**src/rtl/mem_access_arbiter_if.sv**
```systemverilog
// Bus bundle between the two memory requesters, the arbiter and the data memory.
// Slave modport is the arbiter's view; master is the requester/memory side.
interface mem_access_arbiter_if #(
    parameter int unsigned ADDR_W = 32,
    parameter int unsigned LINE_W = 128
);
    logic              reqA;
    logic              reqB;
    logic              weA;
    logic              weB;
    logic [ADDR_W-1:0] addrA;
    logic [ADDR_W-1:0] addrB;
    logic [31:0]       wdataA;
    logic [31:0]       wdataB;
    logic              doneA;
    logic              doneB;
    logic              errA;
    logic              errB;
    logic [LINE_W-1:0] rdata;
    logic [ADDR_W-1:0] memAddress;
    logic [31:0]       memInputData;
    logic              memWriteMem;
    logic [LINE_W-1:0] memData;
    logic              busy;

    modport slave (
        input  reqA, reqB, weA, weB, addrA, addrB, wdataA, wdataB, memData,
        output doneA, doneB, errA, errB, rdata, memAddress, memInputData,
               memWriteMem, busy
    );

    modport master (
        output reqA, reqB, weA, weB, addrA, addrB, wdataA, wdataB, memData,
        input  doneA, doneB, errA, errB, rdata, memAddress, memInputData,
               memWriteMem, busy
    );
endinterface

```
**src/rtl/mem_access_arbiter.sv**
```systemverilog
// Round-robin sharing of the data memory between fetch port A and load/store port B:
// fixed-latency line reads, single-word writes, out-of-range accesses rejected.
module mem_access_arbiter #(
    parameter int unsigned ADDR_W    = 32,
    parameter int unsigned LINE_W    = 128,
    parameter int unsigned READ_LAT  = 4,
    parameter int unsigned MEM_BYTES = 1024
) (
    input logic                 CLk,
    input logic                 resetN,
    mem_access_arbiter_if.slave bus
);
    localparam int unsigned CNT_W  = (READ_LAT > 1) ? $clog2(READ_LAT) : 1;
    localparam int unsigned WORD_W = 32;

    localparam logic [ADDR_W-1:0] RD_MASK  = ~ADDR_W'(15);
    localparam logic [ADDR_W-1:0] WR_MASK  = ~ADDR_W'(3);
    localparam logic [ADDR_W-1:0] RD_LIMIT = ADDR_W'(MEM_BYTES - 16);
    localparam logic [ADDR_W-1:0] WR_LIMIT = ADDR_W'(MEM_BYTES - 4);
    localparam logic [CNT_W-1:0]  CNT_LOAD = CNT_W'(READ_LAT - 1);

    typedef enum logic [1:0] {
        IDLE    = 2'd0,
        RD_WAIT = 2'd1,
        WR      = 2'd2,
        DONE    = 2'd3
    } state_t;

    state_t              state;
    logic                ptr_b;
    logic                owner_b;
    logic [CNT_W-1:0]    cnt;
    logic                done_a;
    logic                done_b;
    logic                err_a;
    logic                err_b;
    logic [LINE_W-1:0]   rdata_q;
    logic [ADDR_W-1:0]   mem_addr_q;
    logic [WORD_W-1:0]   mem_wdata_q;
    logic                mem_we_q;
    logic                busy_q;

    logic                grant_b_c;
    logic                sel_we_c;
    logic [ADDR_W-1:0]   sel_addr_c;
    logic [WORD_W-1:0]   sel_wdata_c;
    logic [ADDR_W-1:0]   aligned_c;
    logic                legal_c;

    // Winner selection and range check for the request seen in IDLE
    always_comb begin
        grant_b_c   = 1'b0;
        sel_we_c    = 1'b0;
        sel_addr_c  = '0;
        sel_wdata_c = '0;
        aligned_c   = '0;
        legal_c     = 1'b0;

        grant_b_c   = bus.reqB & (~bus.reqA | ptr_b);
        sel_we_c    = grant_b_c ? bus.weB    : bus.weA;
        sel_addr_c  = grant_b_c ? bus.addrB  : bus.addrA;
        sel_wdata_c = grant_b_c ? bus.wdataB : bus.wdataA;

        if (sel_we_c) begin
            aligned_c = sel_addr_c & WR_MASK;
            legal_c   = (aligned_c <= WR_LIMIT);
        end else begin
            aligned_c = sel_addr_c & RD_MASK;
            legal_c   = (aligned_c <= RD_LIMIT);
        end
    end

    // Sequencer; done/err are only ever set on the edge that enters DONE
    always_ff @(posedge CLk or negedge resetN) begin
        if (!resetN) begin
            state       <= IDLE;
            ptr_b       <= 1'b0;
            owner_b     <= 1'b0;
            cnt         <= '0;
            done_a      <= 1'b0;
            done_b      <= 1'b0;
            err_a       <= 1'b0;
            err_b       <= 1'b0;
            rdata_q     <= '0;
            mem_addr_q  <= '0;
            mem_wdata_q <= '0;
            mem_we_q    <= 1'b0;
            busy_q      <= 1'b0;
        end else begin
            done_a <= 1'b0;
            done_b <= 1'b0;
            err_a  <= 1'b0;
            err_b  <= 1'b0;

            case (state)
                IDLE: begin
                    if (bus.reqA || bus.reqB) begin
                        ptr_b   <= ~grant_b_c;
                        owner_b <= grant_b_c;
                        busy_q  <= 1'b1;
                        if (!legal_c) begin
                            state  <= DONE;
                            done_a <= ~grant_b_c;
                            done_b <= grant_b_c;
                            err_a  <= ~grant_b_c;
                            err_b  <= grant_b_c;
                        end else if (sel_we_c) begin
                            state       <= WR;
                            mem_addr_q  <= aligned_c;
                            mem_wdata_q <= sel_wdata_c;
                            mem_we_q    <= 1'b1;
                        end else begin
                            state      <= RD_WAIT;
                            mem_addr_q <= aligned_c;
                            cnt        <= CNT_LOAD;
                        end
                    end
                end

                RD_WAIT: begin
                    if (cnt == '0) begin
                        rdata_q <= bus.memData;
                        state   <= DONE;
                        done_a  <= ~owner_b;
                        done_b  <= owner_b;
                    end else begin
                        cnt <= cnt - CNT_W'(1);
                    end
                end

                WR: begin
                    mem_we_q <= 1'b0;
                    state    <= DONE;
                    done_a   <= ~owner_b;
                    done_b   <= owner_b;
                end

                DONE: begin
                    state  <= IDLE;
                    busy_q <= 1'b0;
                end

                default: begin
                    state    <= IDLE;
                    mem_we_q <= 1'b0;
                    busy_q   <= 1'b0;
                end
            endcase
        end
    end

    assign bus.doneA        = done_a;
    assign bus.doneB        = done_b;
    assign bus.errA         = err_a;
    assign bus.errB         = err_b;
    assign bus.rdata        = rdata_q;
    assign bus.memAddress   = mem_addr_q;
    assign bus.memInputData = mem_wdata_q;
    assign bus.memWriteMem  = mem_we_q;
    assign bus.busy         = busy_q;

endmodule

```
**src/flat_wrapper.sv**
```systemverilog
// flat-port wrapper written by rule: the top's interface ports become plain ports
module mem_access_arbiter_flat 
#(
    parameter int unsigned ADDR_W    = 32,
    parameter int unsigned LINE_W    = 128,
    parameter int unsigned READ_LAT  = 4,
    parameter int unsigned MEM_BYTES = 1024
)
  (CLk, resetN, bus_reqA, bus_reqB, bus_weA, bus_weB, bus_addrA, bus_addrB, bus_wdataA, bus_wdataB, bus_memData, bus_doneA, bus_doneB, bus_errA, bus_errB, bus_rdata, bus_memAddress, bus_memInputData, bus_memWriteMem, bus_busy);
  mem_access_arbiter_if #(.ADDR_W(ADDR_W), .LINE_W(LINE_W)) bus_i ();
  input logic CLk;
  input logic resetN;
  input wire logic [$bits(bus_i.reqA)-1:0] bus_reqA;
  input wire logic [$bits(bus_i.reqB)-1:0] bus_reqB;
  input wire logic [$bits(bus_i.weA)-1:0] bus_weA;
  input wire logic [$bits(bus_i.weB)-1:0] bus_weB;
  input wire logic [$bits(bus_i.addrA)-1:0] bus_addrA;
  input wire logic [$bits(bus_i.addrB)-1:0] bus_addrB;
  input wire logic [$bits(bus_i.wdataA)-1:0] bus_wdataA;
  input wire logic [$bits(bus_i.wdataB)-1:0] bus_wdataB;
  input wire logic [$bits(bus_i.memData)-1:0] bus_memData;
  output wire logic [$bits(bus_i.doneA)-1:0] bus_doneA;
  output wire logic [$bits(bus_i.doneB)-1:0] bus_doneB;
  output wire logic [$bits(bus_i.errA)-1:0] bus_errA;
  output wire logic [$bits(bus_i.errB)-1:0] bus_errB;
  output wire logic [$bits(bus_i.rdata)-1:0] bus_rdata;
  output wire logic [$bits(bus_i.memAddress)-1:0] bus_memAddress;
  output wire logic [$bits(bus_i.memInputData)-1:0] bus_memInputData;
  output wire logic [$bits(bus_i.memWriteMem)-1:0] bus_memWriteMem;
  output wire logic [$bits(bus_i.busy)-1:0] bus_busy;
  assign bus_i.reqA = bus_reqA;
  assign bus_i.reqB = bus_reqB;
  assign bus_i.weA = bus_weA;
  assign bus_i.weB = bus_weB;
  assign bus_i.addrA = bus_addrA;
  assign bus_i.addrB = bus_addrB;
  assign bus_i.wdataA = bus_wdataA;
  assign bus_i.wdataB = bus_wdataB;
  assign bus_i.memData = bus_memData;
  assign bus_doneA = bus_i.doneA;
  assign bus_doneB = bus_i.doneB;
  assign bus_errA = bus_i.errA;
  assign bus_errB = bus_i.errB;
  assign bus_rdata = bus_i.rdata;
  assign bus_memAddress = bus_i.memAddress;
  assign bus_memInputData = bus_i.memInputData;
  assign bus_memWriteMem = bus_i.memWriteMem;
  assign bus_busy = bus_i.busy;
  mem_access_arbiter #(.ADDR_W(ADDR_W), .LINE_W(LINE_W), .READ_LAT(READ_LAT), .MEM_BYTES(MEM_BYTES)) u_core (.CLk(CLk), .resetN(resetN), .bus(bus_i));
endmodule
```
**config.mk**
```make
export PLATFORM = sky130hd
export DESIGN_NAME = mem_access_arbiter_flat
export DESIGN_NICKNAME = d
export VERILOG_FILES = /design/src/rtl/mem_access_arbiter_if.sv /design/src/rtl/mem_access_arbiter.sv /design/src/flat_wrapper.sv
export SDC_FILE = /design/constraint.sdc
export NUM_CORES = 1
export LEC_CHECK = 0
export ABC_AREA = 1
export BUFFER_PORTS_ARGS = -buffer_cell sky130_fd_sc_hd__buf_2
export CORE_AREA = 5 5 177 179
export DETAILED_ROUTE_END_ITERATION = 8
export DIE_AREA = 0 0 182 184
export RECOVER_POWER = 50
export SLEW_MARGIN = 20
export SYNTH_ARGS = -nofsm -noshare
export SYNTH_HDL_FRONTEND = slang
export SYNTH_SLANG_ARGS = --single-unit
```
**constraint.sdc**
```tcl
create_clock -name CLk -period 2.9 [get_ports CLk]
set_input_delay 0.435 -clock CLk [delete_from_list [all_inputs] [get_ports CLk]]
set_output_delay 0.435 -clock CLk [all_outputs]
set_load 0.1 [all_outputs]
```
After elaboration in Yosys (flattened, before gate mapping)
Index checks and enable logic that the tools add are counted.
Widths: inputs -> output; s select.
{"block": "op_classes", "n_addsub": 1, "n_lt_le_gt_ge": 2, "n_eq_ne": 9, "n_mux": 31, "bitwise": 5, "reduce_logical": 14}
{"op": "$le 32x10->1 const B", "count": 2}
{"op": "$mux 32", "count": 2}
{"op": "$mux 2", "count": 8}
{"op": "$mux 1", "count": 14}
{"op": "$ne 2x1->1 const B", "count": 4}
{"op": "$pmux 2 s4", "count": 1}
{"op": "$reduce_and 2->1", "count": 4}
{"op": "$reduce_and 4->1", "count": 2}
{"op": "$pmux 1 s3", "count": 2}
{"op": "$reduce_bool 2->1", "count": 3}
{"op": "$reduce_and 5->1", "count": 1}
{"op": "$eq 2x2->1 const B", "count": 2}
{"op": "$logic_not 2->1", "count": 2}
{"op": "$mux 4", "count": 1}
{"op": "$ne 2x2->1 const B", "count": 2}
{"op": "$pmux 1 s2", "count": 2}
{"op": "$pmux 2 s2", "count": 1}
{"op": "$not 1->1", "count": 3}
{"op": "$reduce_and 3->1", "count": 1}
{"op": "$eq 2x1->1 const B", "count": 1}
{"op": "$sub 2x1->2 const B", "count": 1}
{"op": "$and 1x1->1", "count": 1}
{"op": "$logic_or 1x1->1", "count": 1}
{"op": "$or 1x1->1", "count": 1}
{"block": "totals", "ff_bits": 204, "out_inout_bits": 198}

Logic depth before layout (Yosys ltp)
{"block": "logic_depth", "depth_word": 9, "depth_mapped": 15, "depth_no_buf": 14}

Least setup slack after synthesis
Ideal clock, no wire load.
{"block": "synth_path", "kind": "input to register", "startpoint": "input bus_reqB", "endpoint": "register u_core.mem_wdata_q[22] (netlist: u_core.bus.memInputData[22])", "setup_time_ns": 0.122, "t_arrival_ns": 1.766, "t_required_ns": 2.778, "path_slack_ns": 1.013, "cell_stages": 12, "n_path_buf": 4, "cell_sequence": "buf_4 buf_2 nand3_1 nand2_1 nor2_1 nand3_1 nor2_4 nand3_2 buf_6 buf_6 nand2_2 o21ai_2"}
{"block": "synth_via", "elab_chain_cells": 5, "word_cells_on_any_way": 9, "classes_between": "order compare: 2; mux: 4; bitwise: 1; reduce/logical: 2"}
{"item": "from (decl)", "line": "flat_wrapper.sv:14", "source": "input wire logic [$bits(bus_i.reqB)-1:0] bus_reqB;"}
{"item": "$and 1x1->1", "line": "mem_access_arbiter.sv:59", "source": "grant_b_c = bus.reqB & (~bus.reqA | ptr_b);"}
{"item": "$mux 32", "line": "mem_access_arbiter.sv:61", "source": "sel_addr_c = grant_b_c ? bus.addrB : bus.addrA;"}
{"item": "$le 32x10->1, on equally long branches", "line": "mem_access_arbiter.sv:69, mem_access_arbiter.sv:66"}
{"item": "$mux 1", "line": "mem_access_arbiter.sv:64", "source": "if (sel_we_c) begin"}
{"item": "$reduce_and 4->1 (no source line)"}
{"item": "to (signal assigned)", "line": "mem_access_arbiter.sv:110", "source": "mem_wdata_q <= sel_wdata_c;"}
{"item": "to (decl)", "line": "mem_access_arbiter.sv:39", "source": "logic [WORD_W-1:0] mem_wdata_q;"}
Several ways; a longest one is shown, not always the timed one.
A chain may end at the register's enable or synchronous reset.

Final worst setup path
{"block": "layout_path", "startpoint": "register u_core.state[1]", "endpoint": "register u_core.rdata_q[27] (netlist: u_core.bus.rdata[27])"}
{"block": "layout_via", "elab_chain_cells": 2}
{"item": "from (decl)", "line": "mem_access_arbiter.sv:29", "source": "state_t state;"}
{"item": "from (signal assigned)", "line": "mem_access_arbiter.sv:76", "source": "state <= IDLE;"}
{"item": "from (signal assigned)", "line": "mem_access_arbiter.sv:102", "source": "state <= DONE;"}
{"item": "from (signal assigned)", "line": "mem_access_arbiter.sv:108", "source": "state <= WR;"}
{"item": "$eq 2x1->1", "line": "mem_access_arbiter.sv:95", "source": "case (state)"}
{"item": "$reduce_and 2->1 (no source line)"}
{"item": "to (signal assigned)", "line": "mem_access_arbiter.sv:122", "source": "rdata_q <= bus.memData;"}
{"item": "to (decl)", "line": "mem_access_arbiter.sv:37", "source": "logic [LINE_W-1:0] rdata_q;"}
No other way between the ends.

==> reports/results.md <==
| Metric | Reported | Unit |
|---|---|---|
| Crit path time final | 2.31 | ns |
| Via count | 7825 | - |
| Global route hottest layer | met2 | - |
| Portion of the clock cycle consumed by the worst path in the final layout | 0.798 | - |
| Detailed placement HPWL | 20500 | um |
| Fill cell total of the finished layout | 3034 | - |
| GR met2 Demand/Resource | 0.252 | - |
| H-Tree Level Count | 1 | - |
| Buffer depth of the longest clock path | 3 | - |
| Slew at the pin closest to its max-slew limit | 1.30 | ns |
| Required @ worst endpoint | 3.34 | ns |
| Overflow left after global routing | 0 | - |
| Post-synth top area share | 0.587 | - |
| Die width | 182 | um |
| Clk_lat worst skew | 0.51 | ns |
| Per-instance average area after synthesis | 8.74 | um2 |
| Critical Path End Type | flop | - |
| Drt via density | 4.27 | - |
| Root buffer cell | sky130_fd_sc_hd__clkbuf_16 | - |
| CP Class | flop to flop | - |
| Launching point of the worst reg2reg path | u_core.state[1] | - |
| Total of warnings raised by yosys | 0 | - |
| Count of standard-cell rows | 63 | - |
| Total I/O pin count | 460 | - |
| Final Hold Viols | 0 | - |
| Area of the core region | 0.0294 | mm2 |
| HP Class | primary input to flop | - |
| Fmax | 432 | MHz |
| CTS tree | yes | - |
| Global-route wire length before repair | 42100 | um |
| Sequential share of the synthesized area | 0.587 | - |
| Reg clk slew, reported paths | 0.06 | ns |
| Die Outline Area | 0.0335 | mm2 |
| Final worst clock skew | 0.00648 | ns |
| I/O Buffers | 453 | - |
| N_diodes | 0 | - |
| CTS Buf Count | 24 | - |
| Cell family with most CP delay | buffers and inverters | - |
| Sum of buffers and inverters on the critical path | 3 | - |
| Global-route track usage on met1 | 0.199 | - |
| Leading cell type in the layout, fill and taps excluded | sky130_fd_sc_hd__nand2_1 | - |
| Commonest non-fill, non-tap cells in the layout | sky130_fd_sc_hd__nand2_1, sky130_fd_sc_hd__buf_2, sky130_fd_sc_hd__dfrtp_1, sky130_fd_sc_hd__clkbuf_1, sky130_fd_sc_hd__inv_1 | - |
| Most used cell, CP | sky130_fd_sc_hd__nand2_1 | - |
| Number of distinct library cells after synthesis | 29 | - |
| Num Clock Sinks | 202 | - |
| Number of nets in the finished design | 1695 | - |
| Max FO, Critical Path | 94 | - |
| Critical path launch point type | flop | - |
| Vias in the first global route | 7873 | - |
| GRT Overall Usage | 0.153 | - |
| Fraction of final layout cells sized beyond drive strength 1 | 0.332 | - |
| Area of the mapped netlist | 0.00861 | mm2 |
| Number of nets with antenna violations after routing | 0 | - |
| Arrival time of data at the critical path endpoint | 2.75 | ns |
| WHS | 0.115 | ns |
| Cells taking the most area after synthesis | sky130_fd_sc_hd__dfrtp_1, sky130_fd_sc_hd__nand2_1, sky130_fd_sc_hd__mux2i_1, sky130_fd_sc_hd__inv_1, sky130_fd_sc_hd__o21ai_2 | - |
| Final Max Slew Viols | 0 | - |
| Total Wirelength | 27300 | um |
| First drt pass iteration count | 5 | - |
| Setup TNS | 0 | ns |
| Critical path origin | u_core.state[1] | - |
| Pin count of the biggest net entering global routing | 129 | - |
| Antenna violations before repair | 0 | - |
| Post-synthesis register bit count | 202 | - |
| Starting DRT DRC Count | 415 | - |
| Dominant cell type by area after synthesis | sky130_fd_sc_hd__dfrtp_1 | - |
| Max stage delay cell, worst path | sky130_fd_sc_hd__clkbuf_4 | - |
| RSZ-0062 raised after global routing | false | - |
| Area growth, synth to finish | 39.3 | % |
| M3 GR Usage | 0.0324 | - |
| Cell-by-cell listing of the critical path | inv_1, ha_1, nand2_1, inv_4, clkbuf_4, nand2_1, nand2_1 | - |
| Outcome | complete, no violations | - |
| Gate Count Post-Synth | 986 | - |
| Final Core Density | 0.408 | - |
| Die H | 184 | um |
| Slew HR | 0.133 | - |
| Starting Density | 0.293 | - |
| Worst min-delay path startpoint | bus_memData[114] | - |
| Slowest Stage Delay on Critical Path | 0.80 | ns |
| Final GP Congestion | 0.870 | - |
| Final routed wire length divided by cell count | 14.9 | um |
| Final setup violating endpoints | 0 | - |
| Reported max-cap violation count | 0 | - |
| Count of unresolved DRC violations after routing | 0 | - |
| # Post-CTS Setup Buffers | 0 | - |
## kinds of logic (layout without fill, tap and decap cells)
| family | count (synthesis) | in the layout | share of synthesized area |
|---|---|---|---|
| simple gates | 570 | 570 | 0.261 |
| fa+ha+maj | 5 | 5 | 0.00726 |
| buf+inv | 107 | 564 | 0.0561 |
| other cells | 1 | 2 | 0.000435 |
| compound gates | 62 | 62 | 0.0433 |
| flops | 202 | 202 | 0.587 |
| mux | 39 | 39 | 0.0453 |
## area by class of cell
cell class | instances | area, um2 | share of cell area
Clock buffer | 35 | 683 | 0.0570
Inverter | 56 | 213 | 0.0177
Multi-Input combinational cell | 678 | 3080 | 0.257
Timing Repair Buffer | 466 | 2360 | 0.197
Tap cell | 390 | 488 | 0.0407
Clock inverter | 7 | 114 | 0.00949
Sequential cell | 202 | 5050 | 0.421
## state kept, by name (all words and copies together) (netlist names)
signal                   flops
u_core.bus.rdata           128
u_core.bus.memWriteMem       1
u_core.bus.memInputData     32
u_core.bus.doneA             1
u_core.ptr_b                 1
u_core.bus.errA              1
u_core.state                 2
u_core.bus.memAddress       30
u_core.bus.doneB             1
u_core.bus.errB              1
u_core.owner_b               1
u_core.cnt                   2
u_core.bus.busy              1
## stage by stage
| step | std cells | instance area [um2] | setup WS, ns |
|---|---|---|---|
| finish | 1834 | 12000 | 0.587 |
| global route | 1834 | 12000 | 0.315 |
| CTS | 1834 | 12100 | 0.818 |
| detailed placement | 1791 | 11300 | 0.531 |
| global placement | 1791 | 11300 | 0.571 |
| floorplan | 987 | 8620 | 1.01 |
## repair_timing
action	4_1_cts	5_1_grt
hold buffers	1	0
gates resized for setup	0	0
hold endpoints to repair	66	0
## cells in the mapped netlist
cell type                  number
sky130_fd_sc_hd__inv_1         55
sky130_fd_sc_hd__nand2_1      518
sky130_fd_sc_hd__nand4_1        1
sky130_fd_sc_hd__nor2_1        18
sky130_fd_sc_hd__nand2_8        1
sky130_fd_sc_hd__clkbuf_1      30
sky130_fd_sc_hd__o22ai_1        1
sky130_fd_sc_hd__conb_1         1
sky130_fd_sc_hd__mux2i_1       39
sky130_fd_sc_hd__nor2_4         1
sky130_fd_sc_hd__o21bai_1       1
sky130_fd_sc_hd__nand2_2        6
sky130_fd_sc_hd__o21ai_1       23
sky130_fd_sc_hd__nand3_1       15
sky130_fd_sc_hd__a21boi_0       1
sky130_fd_sc_hd__dfrtp_1      202
sky130_fd_sc_hd__inv_2          1
sky130_fd_sc_hd__nand3_2        2
sky130_fd_sc_hd__buf_6          7
sky130_fd_sc_hd__o21ai_0       14
sky130_fd_sc_hd__buf_4          6
sky130_fd_sc_hd__nand2_4        1
sky130_fd_sc_hd__a21oi_2        1
sky130_fd_sc_hd__o21ai_2       14
sky130_fd_sc_hd__a21oi_1        7
sky130_fd_sc_hd__ha_1           5
sky130_fd_sc_hd__buf_2          5
sky130_fd_sc_hd__buf_1          3
sky130_fd_sc_hd__nand3b_1       7
## tightest hold or removal path, delay by kind of cell
family | cells | cell delay (ns)
and+or+nand+nor | 2 | 0.08
buffers and inverters | 1 | 0.07
## per-layer routing
| metal | part of all wire | vias up |
|---|---|---|
| li1 | - | 3913 |
| met1 | 0.41 | 3572 |
| met2 | 0.48 | 282 |
| met3 | 0.073 | 58 |
| met4 | 0.035 | 0 |
| met5 | 0 | - |
## final timing paths
check | endpoint | slack, ns | depth (start not counted)
worst max-delay path | u_core.bus.rdata[27] | 0.59 | 7
worst min-delay path | u_core.bus.rdata[114] | 0.11 | 3
worst max register to register | u_core.bus.rdata[27] | 0.59 | 7
worst min register to register | u_core.bus.memAddress[12] | 0.46 | 2
max in group asynchronous | u_core.bus.rdata[76] | 0.76 | 3
min in group asynchronous | u_core.bus.memAddress[26] | 0.50 | 2
Power is not shown: default switching activity piles up to over one toggle a cycle in this logic, so the estimate is an artifact.
